## config.mk

```make
export PLATFORM = sky130hd
export DESIGN_NAME = propagate_literal_seq
export DESIGN_NICKNAME = d
export VERILOG_FILES = /design/src/rtl/propagate_literal_seq_pkg.sv /design/src/rtl/propagate_literal_seq_clause_reduce.sv /design/src/rtl/propagate_literal_seq.sv
export SDC_FILE = /design/constraint.sdc
export NUM_CORES = 1
export LEC_CHECK = 0
export BUFFER_PORTS_ARGS = -buffer_cell sky130_fd_sc_hd__buf_4
export CAP_MARGIN = 10
export CELL_PAD_IN_SITES_DETAIL_PLACEMENT = 1
export CELL_PAD_IN_SITES_GLOBAL_PLACEMENT = 2
export CORE_MARGIN = 10
export CORE_UTILIZATION = 35
export CTS_CLUSTER_SIZE = 8
export DETAILED_ROUTE_END_ITERATION = 16
export PLACE_DENSITY = 0.94
export SETUP_SLACK_MARGIN = 0.15
export SYNTH_ARGS = -nofsm -noshare
export SYNTH_HDL_FRONTEND = slang
export SYNTH_SLANG_ARGS = --single-unit
```

## constraint.sdc

```tcl
create_clock -name clock -period 9.2 [get_ports clock]
set_input_delay 1.84 -clock clock [delete_from_list [all_inputs] [get_ports clock]]
set_output_delay 1.84 -clock clock [all_outputs]
set_load 0.02 [all_outputs]
```

## src/rtl/propagate_literal_seq_pkg.sv

```systemverilog
// Shared types and sizing for the sequential literal-propagation engine.
// Literals are {variable index, polarity}; variable index 0 is the empty slot.
package propagate_literal_seq_pkg;

  localparam int VAR_W       = 3;
  localparam int MAX_LITS    = 5;
  localparam int MAX_CLAUSES = 10;

  localparam int LCNT_W = $clog2(MAX_LITS + 1);
  localparam int CCNT_W = $clog2(MAX_CLAUSES + 1);

  typedef struct packed {
    logic [VAR_W-1:0] var_id;
    logic             pol;
  } lit_t;

  typedef struct packed {
    lit_t [0:MAX_LITS-1] lits;
    logic [LCNT_W-1:0]   count;
  } clause_t;

  typedef struct packed {
    clause_t [0:MAX_CLAUSES-1] clauses;
    logic [CCNT_W-1:0]         count;
  } formula_t;

  typedef enum logic [1:0] {
    ST_IDLE = 2'd0,
    ST_SCAN = 2'd1,
    ST_DONE = 2'd2
  } state_t;

  localparam lit_t zero_lit = '0;

endpackage

```

## src/rtl/propagate_literal_seq_clause_reduce.sv

```systemverilog
// Combinational reduction of one clause against the assigned literal:
// detects satisfaction, strips falsified literals and compacts survivors to slot 0.
module clause_reduce
  import propagate_literal_seq_pkg::*;
#(
  parameter int VAR_W    = propagate_literal_seq_pkg::VAR_W,
  parameter int MAX_LITS = propagate_literal_seq_pkg::MAX_LITS
) (
  input  clause_t           i_clause,
  input  lit_t              i_lit,
  output logic              o_satisfied,
  output clause_t           o_clause,
  output logic [LCNT_W-1:0] o_count
);

  logic [MAX_LITS-1:0] w_keep;
  logic [MAX_LITS-1:0] w_hit;
  logic [LCNT_W-1:0]   w_cnt;
  logic                w_lit_live;

  assign w_cnt      = (i_clause.count > LCNT_W'(MAX_LITS)) ? LCNT_W'(MAX_LITS) : i_clause.count;
  assign w_lit_live = (i_lit.var_id != {VAR_W{1'b0}});

  // A variable-0 assigned literal neither satisfies nor falsifies anything.
  generate
    for (genvar gi = 0; gi < MAX_LITS; gi++) begin : g_slot
      logic w_active;
      logic w_opposite;
      assign w_active    = (LCNT_W'(gi) < w_cnt);
      assign w_opposite  = w_lit_live && (i_clause.lits[gi].var_id == i_lit.var_id)
                           && (i_clause.lits[gi].pol != i_lit.pol);
      assign w_hit[gi]   = w_active && w_lit_live && (i_clause.lits[gi] == i_lit);
      assign w_keep[gi]  = w_active && !w_opposite;
    end
  endgenerate

  always_comb begin
    logic [LCNT_W-1:0] pos;
    o_clause = '0;
    pos      = '0;
    for (int s = 0; s < MAX_LITS; s++) begin
      if (w_keep[s]) begin
        o_clause.lits[pos] = i_clause.lits[s];
        pos                = pos + LCNT_W'(1);
      end
    end
    o_clause.count = pos;
  end

  assign o_satisfied = |w_hit;
  assign o_count     = o_clause.count;

endmodule

```

## src/rtl/propagate_literal_seq.sv

```systemverilog
// Sequential propagation engine: latches a literal and formula, scans one clause per
// cycle, aborts on the first empty clause and records the first unit clause.
module propagate_literal_seq
  import propagate_literal_seq_pkg::*;
#(
  parameter int VAR_W       = propagate_literal_seq_pkg::VAR_W,
  parameter int MAX_LITS    = propagate_literal_seq_pkg::MAX_LITS,
  parameter int MAX_CLAUSES = propagate_literal_seq_pkg::MAX_CLAUSES
) (
  input  logic     clock,
  input  logic     reset,
  input  logic     find,
  input  lit_t     in_lit,
  input  formula_t in_formula,
  output logic     busy,
  output logic     ended,
  output logic     empty_clause,
  output logic     empty_formula,
  output logic     unit_found,
  output lit_t     unit_lit,
  output formula_t out_formula
);

  state_t            r_state;
  state_t            w_state_next;
  lit_t              r_lit;
  formula_t          r_formula;
  logic [CCNT_W-1:0] r_rptr;
  logic [CCNT_W-1:0] r_wptr;
  formula_t          r_out_formula;
  logic              r_empty_clause;
  logic              r_empty_formula;
  logic              r_unit_found;
  lit_t              r_unit_lit;

  formula_t          w_in_clamped;
  logic              w_sat;
  clause_t           w_red;
  logic [LCNT_W-1:0] w_red_cnt;
  logic              w_none;
  logic              w_conflict;
  logic              w_last;

  always_comb begin
    w_in_clamped = in_formula;
    if (in_formula.count > CCNT_W'(MAX_CLAUSES)) begin
      w_in_clamped.count = CCNT_W'(MAX_CLAUSES);
    end
  end

  clause_reduce #(
    .VAR_W    (VAR_W),
    .MAX_LITS (MAX_LITS)
  ) u_reduce (
    .i_clause    (r_formula.clauses[r_rptr]),
    .i_lit       (r_lit),
    .o_satisfied (w_sat),
    .o_clause    (w_red),
    .o_count     (w_red_cnt)
  );

  assign w_none     = (r_formula.count == '0);
  assign w_conflict = !w_sat && (w_red_cnt == '0);
  assign w_last     = (r_rptr == r_formula.count - CCNT_W'(1));

  always_ff @(posedge clock) begin
    if (!reset) begin
      r_state <= ST_IDLE;
    end else begin
      r_state <= w_state_next;
    end
  end

  always_comb begin
    w_state_next = r_state;
    case (r_state)
      ST_IDLE: if (find) w_state_next = ST_SCAN;
      ST_SCAN: if (w_none || w_conflict || w_last) w_state_next = ST_DONE;
      ST_DONE: w_state_next = ST_IDLE;
      default: w_state_next = ST_IDLE;
    endcase
  end

  always_comb begin
    busy  = 1'b0;
    ended = 1'b0;
    case (r_state)
      ST_SCAN: busy  = 1'b1;
      ST_DONE: ended = 1'b1;
      default: ;
    endcase
  end

  always_ff @(posedge clock) begin
    if (!reset) begin
      r_lit           <= zero_lit;
      r_formula       <= '0;
      r_rptr          <= '0;
      r_wptr          <= '0;
      r_out_formula   <= '0;
      r_empty_clause  <= 1'b0;
      r_empty_formula <= 1'b0;
      r_unit_found    <= 1'b0;
      r_unit_lit      <= zero_lit;
    end else begin
      case (r_state)
        ST_IDLE: begin
          if (find) begin
            r_lit           <= in_lit;
            r_formula       <= w_in_clamped;
            r_rptr          <= '0;
            r_wptr          <= '0;
            r_out_formula   <= '0;
            r_empty_clause  <= 1'b0;
            r_empty_formula <= 1'b0;
            r_unit_found    <= 1'b0;
            r_unit_lit      <= zero_lit;
          end
        end
        ST_SCAN: begin
          if (w_none) begin
            r_empty_formula <= 1'b1;
          end else begin
            r_rptr <= r_rptr + CCNT_W'(1);
            if (w_conflict) begin
              r_empty_clause <= 1'b1;
            end else if (!w_sat) begin
              r_out_formula.clauses[r_wptr] <= w_red;
              r_out_formula.count           <= r_wptr + CCNT_W'(1);
              r_wptr                        <= r_wptr + CCNT_W'(1);
              if ((w_red_cnt == LCNT_W'(1)) && !r_unit_found) begin
                r_unit_found <= 1'b1;
                r_unit_lit   <= w_red.lits[0];
              end
            end
            // Nothing survives only if nothing was written before and this clause drops.
            if (w_last && !w_conflict) begin
              r_empty_formula <= (r_wptr == '0) && w_sat;
            end
          end
        end
        default: ;
      endcase
    end
  end

  assign empty_clause  = r_empty_clause;
  assign empty_formula = r_empty_formula;
  assign unit_found    = r_unit_found;
  assign unit_lit      = r_unit_lit;
  assign out_formula   = r_out_formula;

endmodule

```

==> qor.yml, run 1 <==
syn-cell-area_um2: 20600
dr.pass1.iters: 5
cpLargestDelayFamily: "compound AO/OA/AOI/OAI gates"
antenna-diode-count: 0
syn_inst: 2165
clkLatencyLatePin_ns: 0.61
cts_resized: 0
gp_congestion: 0.895
drive_gt1_share_pct: 25.5
crit_type: "reg -> reg"
cp_max_fo: 32
cts_setup_buffers: 0
gr-max-usage-layer: "met2"
yosys.area.top_type: "dfxtp_1"
synth_top_area_share_pct: 47.2
dr_total_vias: 18200
fill_cells: 6558
crit_buf_inv: 5
min_period_ns: 7.65
min_period_over_period_pct: 83.2
die_area_um2: 68900
switchingPower_mw: 1.48
status: "finished, final reports clean"
drtIter0Drc: 1121
die_h_um: 262
setup_viol: 0
htree_levels: 3
p_seq_share_pct: 42.3
synth_ff_type: "dfxtp_1"
ys_seq_elements: 485
switching_share_pct: 27.8
num_rows: 88
power_frac_clock_pct: 43.4
die_w_um: 262
setup.worst_path.end_class: "register"
postCtsHoldBufs: 0
p_leak_nw: 10.5
skew_ns: 0.0368
syn2layout_area_growth_pct: 28.8
viasPerCell: 5.42
maxCapViolCount: 0
path_clk_slew_ns: 0.05
syn_avg_cell_area_um2: 9.50
core_um2: 57900
cts_sinks: 485
remaining_drc_errors: 0
initial_core_util_pct: 35.5
met1_usage_pct: 27.1
io_buffers: 483
clock_path_buffers: 3
rsz0062_at_grt: "false"
worst_pin_slew_ns: 1.25
grt_max_degree: 110
crit_chain: "and2_1 -> a221oi_1 -> a21oi_1 -> mux2i_1 -> or4_1 -> and2_1 -> inv_1 -> fa_1 -> clkinv_1 -> ha_1 -> mux2i_4 -> inv_2 -> ha_1 -> inv_1 -> a211o_1 -> xor2_1 -> xnor2_1 -> a211oi_4 -> buf_4 -> a21oi_2 -> a22o_1"
final_antenna_net_count: 0
pwr_density_cell_nw_per_um2: 202
track_usage_pct: 22.9
grtUsageMet3_pct: 4.78
hpwl_mm: 61.6
postLayoutCoreUtil_pct: 45.8
slew_violations: 0
fin_tns_setup_ns: 0
synth_most_common_cell: "nand2_1"
ys_top_cells_by_count: "nand2_1 (522), dfxtp_1 (485), a21boi_0 (237)"
crit_slowest_cell: "a21oi_2"
p_int_mw: 3.86
overflow: 0
timing.slew.headroom_pct: 14.6
ioPinCount: 484
synth_cell_types: 86
min_path_type: "reg -> reg"
whs_ns: 0.461
routed_wl_mm: 82.8
cp_slowest_stage_delay_ns: 1.01
antenna_found_initial: 0
combPwrFrac_pct: 14.3
clockRootBuffer: "clkbuf_16"
synth_fp_nets: 2417
ys_warn_count: 0
hold_viol: 0
multiInputGateArea_um2: 9970
grt_pass1_wl_mm: 124
synth-edff-count: 0
ys_seq_area_share_pct: 47.2
grt_pass1_vias: 19700
ys_async_sr_fraction_pct: 0
fin_nets: 2844
cts_inserted_buffers: 70
synth_area_leaders: "dfxtp_1 (47%), nand2_1 (9.5%), a21boi_0 (8.6%)"
max_freq_ghz: 0.131
gr-usage-met2_pct: 40.4
arrival_ns: 8.17
power_mw: 5.34
cp.required_ns: 9.72
ir_drop_uv: 114
wl_per_cell_um: 24.6
cts_tree: "yes"
start_kind: "register"
seq_area_um2: 9720
[registers in the layout, indices dropped and copies added, names as in the netlist]
name and cells:
r_formula 234, out_formula 230, r_lit 4, r_rptr 4, r_wptr 4, unit_lit 4, r_state 2, empty_clause 1
empty_formula 1, unit_found 1
[layout by cell type (no fill, tap or decap), types with 32 or more instances in the layout]
cell,count
dfxtp_1,482
clkbuf_16,72
a21boi_0,237
a22o_1,132
buf_4,513
mux2i_1,93
o2bb2ai_1,103
nor2_1,50
a21oi_1,32
nand2_1,521
[kinds of logic (layout without fill, tap and decap cells)]
| group | after synthesis | count (layout) | synth area share (%) |
|---|---|---|---|
| DFF | 485 | 485 | 47.2 |
| buffers and inverters | 178 | 613 | 4.43 |
| AOI/OAI and AO/OA | 637 | 637 | 24.9 |
| and+or+nand+nor | 702 | 702 | 14.5 |
| xor gates and xnor gates | 27 | 27 | 1.15 |
| muxes | 125 | 125 | 7.11 |
| adders and majority gates | 11 | 11 | 0.705 |
[worst paths after layout]
check / from / to / slack, ns / depth (start not counted)
max: r_rptr[2]$_SDFFE_PN0P_ / out_formula[158]$_SDFFE_PN0P_ / 1.55 / 21
min: r_formula[14]$_SDFFE_PN0P_ / r_formula[14]$_SDFFE_PN0P_ / 0.46 / 2
max reg2reg: r_rptr[2]$_SDFFE_PN0P_ / out_formula[158]$_SDFFE_PN0P_ / 1.55 / 21
min reg2reg: r_formula[14]$_SDFFE_PN0P_ / r_formula[14]$_SDFFE_PN0P_ / 0.46 / 2
[tightest hold or removal path, stage by stage, from the launching register on]
cell	delay, ns
dfxtp_1	0.30
nand2_1	0.05
a21boi_0	0.06
[through the flow]
stage          worst slack, ns  instance area (um2)  std cells
2_1_floorplan             3.27                20600       2165
3_3_place_gp              1.93                24600       3283
3_5_place_dp              1.73                24600       3283
4_1_cts                   1.68                26500       3363
5_1_grt                   1.15                26500       3365
6_report                  1.55                26500       3365
[layout make-up]
class	instances	area share, %
clock buffers	75	6.88
multi-input cells	1502	37.6
repair buffers	515	14.6
flip-flops and latches	485	36.7
clock inverters	5	0.345
well taps	765	3.61
inverters	18	0.264
[power groups by stage]
stage	logic (mW)	clock network (mW)	registers [mW]
floorplan	0.491	0	2.27
global placement	0.740	0	2.30
detailed placement	0.757	0	2.30
CTS	0.763	2.35	2.26
global route	0.833	2.46	2.27
finish	0.763	2.32	2.26
[metal layers]
layer,up-vias,wire [um],part of all wire (%)
met1,8992,34300,41
met5,-,0,0
met3,125,4610,5.6
met4,0,2460,3.0
met2,626,41500,50
li1,8500,-,-
Power figures use the tool's default switching activity.
==> inputs of run 2 (changes only) <==
Settings changed: ABC_AREA set to 1, CORE_UTILIZATION 35 to 27, PLACE_DENSITY 0.94 to 0.85.
Clock period 9.2 ns to 6.58 ns, I/O delays scaled along.
==> run 2 against run 1 <==
  * Wire length rose by 15%
  * Sequential power rose by 45%
  * Worst setup slack got worse by 0.93 ns
  * Critical path depth rose by 6
  * Combinational power rose to 3.8 times the previous value
  * Clock skew rose by 0.0074 ns
  * Final area rose by 4.8%
==> qor.yml, run 2 <==
ys_seq_elements: 485
clockRootBuffer: "clkbuf_16"
postCtsHoldBufs: 0
setup.worst_path.end_class: "register"
synth_cell_types: 42
ys_top_cells_by_count: "nand2_1 (758), dfxtp_1 (485), nor2_1 (467)"
setup_viol: 0
syn-cell-area_um2: 21600
largest_reg_flops: 234
fin_nets: 3703
cts_setup_buffers: 0
clkLatencyLatePin_ns: 0.63
cts_inserted_buffers: 71
crit_type: "reg -> reg"
pwr_density_cell_nw_per_um2: 343
postLayoutCoreUtil_pct: 35.1
ys_warn_count: 0
die_w_um: 303
skew_ns: 0.0443
crit_buf_inv: 5
antenna_found_initial: 2
cp_max_fo: 61
maxCapViolCount: 0
slew_violations: 0
place_area_um2: 25800
grt_pass1_vias: 21900
finalInstanceArea_um2: 27800
overflow: 0
htree_levels: 3
die_area_um2: 91900
routed_wl_mm: 95.3
hold_viol: 0
synth_ff_type: "dfxtp_1"
synth_area_leaders: "dfxtp_1 (45%), nand2_1 (13%), nor2_1 (8.1%)"
synth-edff-count: 0
crit_slowest_cell: "fa_1"
fin_cells: 4511
status: "finished, final reports clean"
worst_pin_slew_ns: 1.19
p_leak_nw: 11.5
max_freq_ghz: 0.168
drive_gt1_share_pct: 19.2
cp_common_cell: "nand2_1"
cts_resized: 0
num_rows: 103
wl_per_cell_um: 21.1
syn_inst: 3078
power_mw: 9.52
fin_tns_setup_ns: 0
cp.required_ns: 7.12
gp_congestion: 0.817
grt_max_degree: 233
grt_pass1_wl_mm: 140
synth_fp_nets: 3330
track_usage_pct: 19.8
path_clk_slew_ns: 0.05
cts_sinks: 485
synth_top_area_share_pct: 44.9
io_buffers: 483
hpwl_mm: 67.7
viasPerCell: 4.85
die_h_um: 303
largest_register: "r_formula"
min_period_over_period_pct: 90.6
start_kind: "register"
cp_slowest_stage_delay_ns: 0.66
drtIter0Drc: 1345
rsz0062_at_grt: "true"
core_um2: 79300
ioPinCount: 484
ys_seq_area_share_pct: 44.9
min_path_type: "reg -> reg"
initial_core_util_pct: 27.3
cts_tree: "yes"
final_common_cell: "nand2_1"
dr.pass1.iters: 5
dp.cells: 4428
remaining_drc_errors: 0
synth_most_common_cell: "nand2_1"
layout_common_cells: "nand2_1 (757), buf_4 (505), dfxtp_1 (483), nor2_1 (466), a21oi_1 (343)"
arrival_ns: 6.50
clock_path_buffers: 3
yosys.area.top_type: "dfxtp_1"
ir_drop_uv: 237
timing.slew.headroom_pct: 20.9
ys_async_sr_fraction_pct: 0
final_antenna_net_count: 0
syn2layout_area_growth_pct: 28.4
cpLargestDelayFamily: "simple AND/OR/NAND/NOR gates"
min_period_ns: 5.96
dr_total_vias: 21900
syn_avg_cell_area_um2: 7.03
-- run 2: path summary, 6_finish.rpt --
| check | from | to | slack, ns | cells past startpoint |
|---|---|---|---|---|
| max | r_rptr[0]$_SDFFE_PN0P_ | out_formula[127]$_SDFFE_PN0P_ | 0.62 | 27 |
| min | r_formula[93]$_SDFFE_PN0P_ | r_formula[93]$_SDFFE_PN0P_ | 0.45 | 2 |
| max reg2reg | r_rptr[0]$_SDFFE_PN0P_ | out_formula[127]$_SDFFE_PN0P_ | 0.62 | 27 |
| min reg2reg | r_formula[93]$_SDFFE_PN0P_ | r_formula[93]$_SDFFE_PN0P_ | 0.45 | 2 |
-- run 2: worst reg2reg max path: stages (launching register included) --
cell and delay, ns:
dfxtp_4 0.52, inv_4 0.20, buf_12 0.23, nand2_1 0.14, nand3_1 0.18, nand3_1 0.17, nand3_1 0.13, nand2_1 0.14
nand2_1 0.06, nand2_1 0.07, nor2_1 0.07, nand2_1 0.07, nand2_1 0.05, nand2_1 0.21, inv_1 0.13, fa_1 0.66
inv_1 0.15, ha_1 0.32, nand2_1 0.11, nand2_2 0.13, ha_1 0.30, or2_2 0.30, nand2_2 0.15, nand4_4 0.46
buf_12 0.43, nand3_4 0.27, nand2_1 0.10, a21oi_1 0.17
-- run 2: logic make-up after synthesis --
logic type      Yosys count  share of synthesized area (%)
simple gates           1528                           30.4
compound gates          664                           15.7
flops                   485                           44.9
buf+inv                 383                           8.15
fa+ha+maj                11                          0.671
xor+xnor                  7                          0.283
-- run 2: through the flow --
step | hold WS (ns) | setup WS, ns
after floorplan | 0.429 | 2.05
after global placement | 0.440 | 0.758
after detailed placement | 0.447 | 0.611
after CTS | 0.455 | 0.618
after global routing | 0.471 | 0.116
final | 0.451 | 0.616
-- run 2: final cells by class --
| cell class | instances | area (um2) |
|---|---|---|
| Antenna cell | 1 | 2.50 |
| Clock buffer | 73 | 1780 |
| Clock inverter | 9 | 191 |
| Fill cell | 9877 | 51500 |
| Inverter | 172 | 656 |
| Multi-Input combinational cell | 2210 | 10200 |
| Sequential cell | 485 | 9710 |
| Tap cell | 1050 | 1310 |
| Timing Repair Buffer | 511 | 3900 |
-- run 2: report_power, final --
part / internal, mW / total [mW] / switching (mW)
combinational: 0.697 / 2.91 / 2.21
clock: 1.95 / 3.35 / 1.40
sequential: 3.16 / 3.27 / 0.108
-- run 2: metal layers --
metal  GRT usage, %  vias to the layer above  wire length, um
li1               -                    10800                -
met1           24.9                    10500            41200
met2           33.6                      532            45600
met3           3.88                      138             5420
met4           6.21                        2             3050
met5              0                        -                7
